===== src/rtl/gcd_pkg.sv =====
`default_nettype none
// +----------------------------------------------------------------------------+
// | gcd_pkg: shared width, sequencer state encoding and operand helper.         |
// | Rev 1.0                                                                     |
// +----------------------------------------------------------------------------+
package gcd_pkg;

    localparam int GCD_W = 16;

    typedef enum logic [2:0] {
        IDLE   = 3'd0,
        LOAD_A = 3'd1,
        LOAD_B = 3'd2,
        WAIT   = 3'd3,
        RESP   = 3'd4
    } gcd_seq_state_e;

    // A pair needs the core only when neither operand is zero.
    function automatic logic needs_core(input logic [GCD_W-1:0] a, input logic [GCD_W-1:0] b);
        return (a != '0) && (b != '0);
    endfunction

endpackage
`default_nettype wire


===== src/rtl/gcd_sequencer.sv =====
`default_nettype none
// +----------------------------------------------------------------------------+
// | gcd_sequencer: feeds operand pairs to an external GCD core, returns result. |
// | Rev 1.0                                                                     |
// +----------------------------------------------------------------------------+
module gcd_sequencer
    import gcd_pkg::*;
#(
    parameter int TIMEOUT = 1024
) (
    input  logic             clk,
    input  logic             rst_n,
    input  logic             op_valid,
    output logic             op_ready,
    input  logic [GCD_W-1:0] op_a,
    input  logic [GCD_W-1:0] op_b,
    output logic             gcd_start,
    output logic [GCD_W-1:0] gcd_data,
    input  logic             gcd_done,
    input  logic [GCD_W-1:0] gcd_result,
    output logic             res_valid,
    input  logic             res_ready,
    output logic [GCD_W-1:0] res_data,
    output logic             res_err
);

    localparam int              CNT_W    = (TIMEOUT > 1) ? $clog2(TIMEOUT) : 1;
    localparam logic [CNT_W-1:0] CNT_LAST = CNT_W'(TIMEOUT - 1);

    gcd_seq_state_e   state_q, state_d;
    logic [GCD_W-1:0] a_q, a_d;
    logic [GCD_W-1:0] b_q, b_d;
    logic [CNT_W-1:0] cnt_q, cnt_d;
    logic [GCD_W-1:0] res_data_q, res_data_d;
    logic             res_err_q, res_err_d;

    always_ff @(posedge clk or negedge rst_n) begin
        if (!rst_n) begin
            state_q    <= IDLE;
            a_q        <= '0;
            b_q        <= '0;
            cnt_q      <= '0;
            res_data_q <= '0;
            res_err_q  <= 1'b0;
        end else begin
            state_q    <= state_d;
            a_q        <= a_d;
            b_q        <= b_d;
            cnt_q      <= cnt_d;
            res_data_q <= res_data_d;
            res_err_q  <= res_err_d;
        end
    end

    always_comb begin
        state_d    = state_q;
        a_d        = a_q;
        b_d        = b_q;
        cnt_d      = cnt_q;
        res_data_d = res_data_q;
        res_err_d  = res_err_q;
        case (state_q)
            IDLE: begin
                if (op_valid) begin
                    a_d = op_a;
                    b_d = op_b;
                    if (needs_core(op_a, op_b)) begin
                        state_d = LOAD_A;
                    end else begin
                        // At most one operand is nonzero, so OR yields it (or 0).
                        state_d    = RESP;
                        res_data_d = op_a | op_b;
                        res_err_d  = (op_a == '0) && (op_b == '0);
                    end
                end
            end
            LOAD_A: state_d = LOAD_B;
            LOAD_B: begin
                state_d = WAIT;
                cnt_d   = '0;
            end
            WAIT: begin
                if (gcd_done) begin
                    state_d    = RESP;
                    res_data_d = gcd_result;
                    res_err_d  = 1'b0;
                end else if (cnt_q == CNT_LAST) begin
                    state_d    = RESP;
                    res_data_d = '0;
                    res_err_d  = 1'b1;
                end else begin
                    cnt_d = cnt_q + CNT_W'(1);
                end
            end
            RESP: begin
                if (res_ready) begin
                    state_d = IDLE;
                end
            end
            default: state_d = IDLE;
        endcase
    end

    always_comb begin
        op_ready  = (state_q == IDLE);
        res_valid = (state_q == RESP);
        gcd_start = (state_q == LOAD_A);
        gcd_data  = '0;
        if (state_q == LOAD_A) begin
            gcd_data = a_q;
        end else if (state_q == LOAD_B) begin
            gcd_data = b_q;
        end
    end

    assign res_data = res_data_q;
    assign res_err  = res_err_q;

endmodule
`default_nettype wire


===== config.mk =====
export PLATFORM = sky130hd
export DESIGN_NAME = gcd_sequencer
export DESIGN_NICKNAME = d
export VERILOG_FILES = /design/src/rtl/gcd_pkg.sv /design/src/rtl/gcd_sequencer.sv
export SDC_FILE = /design/constraint.sdc
export NUM_CORES = 1
export LEC_CHECK = 0
export ABC_CLOCK_PERIOD_IN_PS = 2800
export BUFFER_PORTS_ARGS = -buffer_cell sky130_fd_sc_hd__buf_2
export CORE_ASPECT_RATIO = 1.4
export CORE_MARGIN = 2
export CORE_UTILIZATION = 52
export DETAILED_ROUTE_END_ITERATION = 16
export GPL_ROUTABILITY_DRIVEN = 0
export PLACE_DENSITY = 0.91
export SLEW_MARGIN = 20
export SYNTH_ARGS = -nofsm -noshare
export SYNTH_HDL_FRONTEND = slang
export SYNTH_SLANG_ARGS = --single-unit

===== constraint.sdc =====
create_clock -name clk -period 2.8 [get_ports clk]
set_input_delay 0 -clock clk [delete_from_list [all_inputs] [get_ports clk]]
set_output_delay 0 -clock clk [all_outputs]
set_load 0.005 [all_outputs]

== Word level (Yosys, flattened, before mapping) ==
Index checks and enable logic that the tools add are counted.

* Memory bits (read-only): 0
* Memories: 0
* Bits in latches: 0
* Output and inout bits: 36
* Bits of input ports: 53
* Bits in registers: 62
* Memory bits (writable): 0
* Word-level logic and storage cells: 53

* Magnitude comparators: 0
* Bitwise operators: 1
* Reduce and logical (&&, ||, !) cells: 13
* Divide/modulo/power cells: 0
* Shift-type cells: 0
* Add/subtract/negate cells: 1
* Multipliers: 0
* Mux-type cells: 21
* Equal/unequal tests: 11

{| class="wikitable"
|+ Operators by type and width
! operator !! number
|-
| $mux 16 || 6
|-
| $logic_not 16->1 || 2
|-
| $pmux 16 s2 || 1
|-
| $reduce_bool 16->1 || 2
|-
| $mux 10 || 2
|-
| $pmux 10 s2 || 1
|-
| $or 16x16->16 || 1
|-
| $mux 3 || 5
|-
| $pmux 3 s5 || 1
|-
| $add 10x1->10 const B || 1
|-
| $eq 10x10->1 const B || 1
|-
| $ne 2x2->1 const B || 4
|-
| $eq 3x2->1 const B || 2
|-
| $reduce_and 3->1 || 2
|-
| $mux 1 || 4
|-
| $reduce_and 4->1 || 1
|-
| $reduce_bool 2->1 || 2
|-
| $eq 3x1->1 const B || 1
|-
| $eq 3x3->1 const B || 1
|-
| $logic_not 3->1 || 1
|-
| $ne 3x3->1 const B || 1
|-
| $logic_and 1x1->1 || 2
|-
| $ne 2x1->1 const B || 1
|-
| $pmux 1 s2 || 1
|-
| $reduce_and 2->1 || 1
|}

== Depth between registers and ports, before layout ==
* Depth after elaboration: 5
* Mapped depth: 7
* Mapped depth without buffers: 5

== Worst setup path before layout ==
OpenSTA, ideal clock, no wires.

* Kind: register to register
* From: reg cnt_q[0]
* To: reg res_data_q[0] (netlist: res_data[0])
* Cell stages (with the launch flop): 7
* Period minus slack after synthesis: 2.201 ns
* Setup time: 0.127 ns
* Path buffers: 1
* Arrival: 2.074 ns
* Data required time: 2.673 ns
* Slack: 0.599 ns
* Cells stage by stage: dfrtp_1 ha_1 and4_1 a41oi_2 a311oi_4 buf_6 mux2_1

* Cells in the longest elaborated chain, start to end: 3

{| class="wikitable"
|+ RTL lines
! element !! RTL line !! source
|-
| start: declaration || gcd_sequencer.sv:33 || <nowiki>logic [CNT_W-1:0] cnt_q, cnt_d;</nowiki>
|-
| start signal: assignment || gcd_sequencer.sv:49 || <nowiki>cnt_q <= cnt_d;</nowiki>
|-
| $eq 10x10->1 || gcd_sequencer.sv:87 || <nowiki>end else if (cnt_q == CNT_LAST) begin</nowiki>
|-
| $ne 3x3->1 (no line) || - ||
|-
| $reduce_and 4->1 (no line) || - ||
|-
| end signal: assignment || gcd_sequencer.sv:50 || <nowiki>res_data_q <= res_data_d;</nowiki>
|-
| end: declaration || gcd_sequencer.sv:34 || <nowiki>logic [GCD_W-1:0] res_data_q, res_data_d;</nowiki>
|}

No other way between the ends.
A chain may end at the register's enable or synchronous reset.

== Final worst setup path ==
* From: reg cnt_q[0]
* To: reg res_data_q[8] (netlist: res_data[8])

Same word-level chain as after synthesis.

==> impl_results.md <==
* Outcome: complete, no violations
* Routed wire per std cell at 20.7 microns
* I/O Buffers at 88
* Synth Instances at 279
* Gr ovfl total at 0
* Final setup vio count at 0
* CTS resizes at 0
* Ys async rst share at 100%
* Detailed placement HPWL at 6.01 mm
* Setup TNS at 0 ps
* Initial Utilization at 53.4%
* HP Class: input port to flop
* # IOs at 89
* Synth warn at 0
* Vias at 3003
* CORE AREA at 0.00582 sq mm
* Largest net degree at the start of global routing at 63
* Clock transition at path regs at 70 ps
* Commonest non-fill, non-tap cell in the layout: buf_2
* Global-route wire length before repair at 15.1 mm
* Post-route insts no fill at 477
* Post-synth top flop: dfrtp_1
* Crit end category: flop
* CP Max Fanout at 17
* TritonCTS Sinks at 62
* Horiz. Die Dim at 69.3 microns
* Clock skew at 17.9 ps
* Vias in the first global route at 2930
* Tightest Pin Transition at 774 ps
* GRT Util Overall at 30.3%
* Register area share after synthesis at 49.9%
* Ratio of cells with drive above 1 in the final layout at 38.4%
* Syn nets at 333
* Root buf cell: clkbuf_8
* Number of H-tree levels at 3
* Slowest cell on crit path: dfrtp_1
* Critical path cell sequence: ha_1 > and4_1 > a41oi_2 > a311oi_4 > buf_4 > mux2_2
* Tcrit/Tclk final at 84.8%
* Fill cells at 379
* Total CTS buffers at 9
* Die Span Y at 95.5 microns
* Initial antenna violation count at 0
* Number of max-cap violations at 0
* Mapped Area at 0.00311 sq mm
* Final worst path period need at 2370 ps
* WP data arrival at 2590 ps
* CTS Hold Bufs at 34
* Number of synthesized flops with an enable pin at 0
* Met2 wire len at 5.06 mm
* Iter 0 DRT Violations at 349
* Met3 wire length at 669 microns
* Slew Viols, Final at 0
* Worst stage delay on the critical path at 430 ps
* Netlist cell types at 38
* DR top layer: met4
* Vias/cell at 6.30
* Power Dens Cells at 1040 mW/mm^2
* Unrepaired setup endpoints after global routing: false
* Routed length on met1 at 3.52 mm
* Fin Hold WS at 44.6 ps
* CP delay by family, top: compound AO/OA/AOI/OAI gates
* CP required at 3020 ps
* Most frequent cells in the layout: buf_2, dfrtp_1, mux2_2
* Kind of critical path: flop to flop
* Synth Register Bits at 62
* Clock latency on the worst-skew pair at 360 ps
* CP bufs+invs at 1
* Maximum vdd drop at 534 uV
* Longest Clk Path Bufs at 2
* Mean Syn Cell Area at 11.1 sq um
* DRC viols at 0
* Post-DRT Antenna Nets at 0
* First-pass DRT Iterations at 5
* Fin nets at 455
* Max Freq at 421 MHz
* Max transition margin at 48.4%
* Leak Pwr at 1.90 nW
* Site Rows at 33
* Routed WL at 9.89 mm
* CTS tree: yes
* Worst Setup Start Kind: flop
* Area growth, synth to finish at 34.7%
* Die area at 0.00662 sq mm
* Placed Instances at 426
* Final hold vios at 0
* Number of setup buffers added after CTS at 0
## worst register-to-register path, delay by kind of cell, from the launching register on
kind,cells,cell delay [ps]
and+or+nand+nor,1,330
adders and majority gates,1,280
AOI/OAI and AO/OA,2,550
muxes,1,380
buffers and inverters,1,290
DFF,1,430
## cell type report
type / count / area (sq um) / share of cell area, %
Inverter: 2 / 7.51 / 0.179
Tap cell: 70 / 87.6 / 2.09
Clock buffer: 10 / 128 / 3.05
Timing Repair Buffer: 130 / 853 / 20.4
Clock inverter: 6 / 86.3 / 2.06
Antenna cell: 1 / 2.50 / 0.0598
Sequential cell: 62 / 1550 / 37.1
Multi-Input combinational cell: 196 / 1470 / 35.1
## logic make-up (layout without fill, tap and decap cells)
kind of cell    after synthesis  count (layout)  share of synthesized area [%]
buf+inv                      21             148                           2.94
flops                        62              62                           49.9
mux                          48              48                           17.4
compound gates               78              78                           17.0
simple gates                 69              69                           12.4
fa+ha+maj                     1               1                          0.403
other cells                   0               1                              0
## power breakdown
part / total [W] / internal (W) / switching, W
Sequential: 0.00160 / 0.00129 / 0.000305
Clock: 0.000884 / 0.000500 / 0.000384
Combinational: 0.00187 / 0.000953 / 0.000916
Total: 0.00435 / 0.00274 / 0.00160
## registers in the layout (all words and copies together), names as in the netlist
name,flops
b_q,16
cnt_q,10
res_err,1
state_q,3
a_q,16
res_data,16
## synthesized netlist by cell type (2+ instances only)
cell type / count / area share [%]
inv_1: 2 / 0.24
a31oi_1: 3 / 0.60
nor2b_1: 2 / 0.40
a21oi_1: 38 / 6.1
and2_1: 3 / 0.60
nand2b_1: 2 / 0.40
or3b_2: 2 / 0.56
nand4_1: 7 / 1.4
o31ai_1: 9 / 2.2
a22o_1: 17 / 4.8
a41oi_1: 2 / 0.56
nor2_1: 19 / 2.3
buf_2: 4 / 0.64
a21o_1: 2 / 0.48
nor3_1: 3 / 0.48
o21ai_0: 4 / 0.64
nand3_1: 3 / 0.48
nor4_1: 8 / 1.6
mux2_1: 9 / 3.3
clkbuf_1: 13 / 1.6
nand2_1: 7 / 0.85
nor3b_1: 3 / 0.72
dfrtp_1: 62 / 50
nand3b_1: 2 / 0.48
mux2_2: 39 / 14
and4_1: 2 / 0.56
## path summary, 6_finish.rpt
path,end,slack (ps),cells after the start,from
worst max-delay path,res_data[8],430,6,cnt_q[0]
worst min-delay path,res_data[13],40,4,gcd_result[13]
worst max register to register,res_data[8],430,6,cnt_q[0]
worst min register to register,res_data[14],500,1,res_data[14]
max in group asynchronous,cnt_q[8],1940,3,rst_n
min in group asynchronous,a_q[1],320,3,rst_n
## metrics by stage
stage	worst slack (ps)	utilization (%)	area [sq um]	total power, W
finish	427	71.9	4190	0.00435
floorplan	599	-	3110	0.00265
global route	301	71.8	4180	0.00456
global placement	608	62.3	3630	0.00321
detailed placement	473	62.3	3630	0.00332
CTS	463	71.8	4180	0.00423
## metal layers
layer	up-vias	global-route usage [%]
li1	1302	-
met1	1456	33.5
met2	197	53.2
met3	48	7.29
met4	0	18.1
met5	-	0
(Power assumes the default switching activity.)
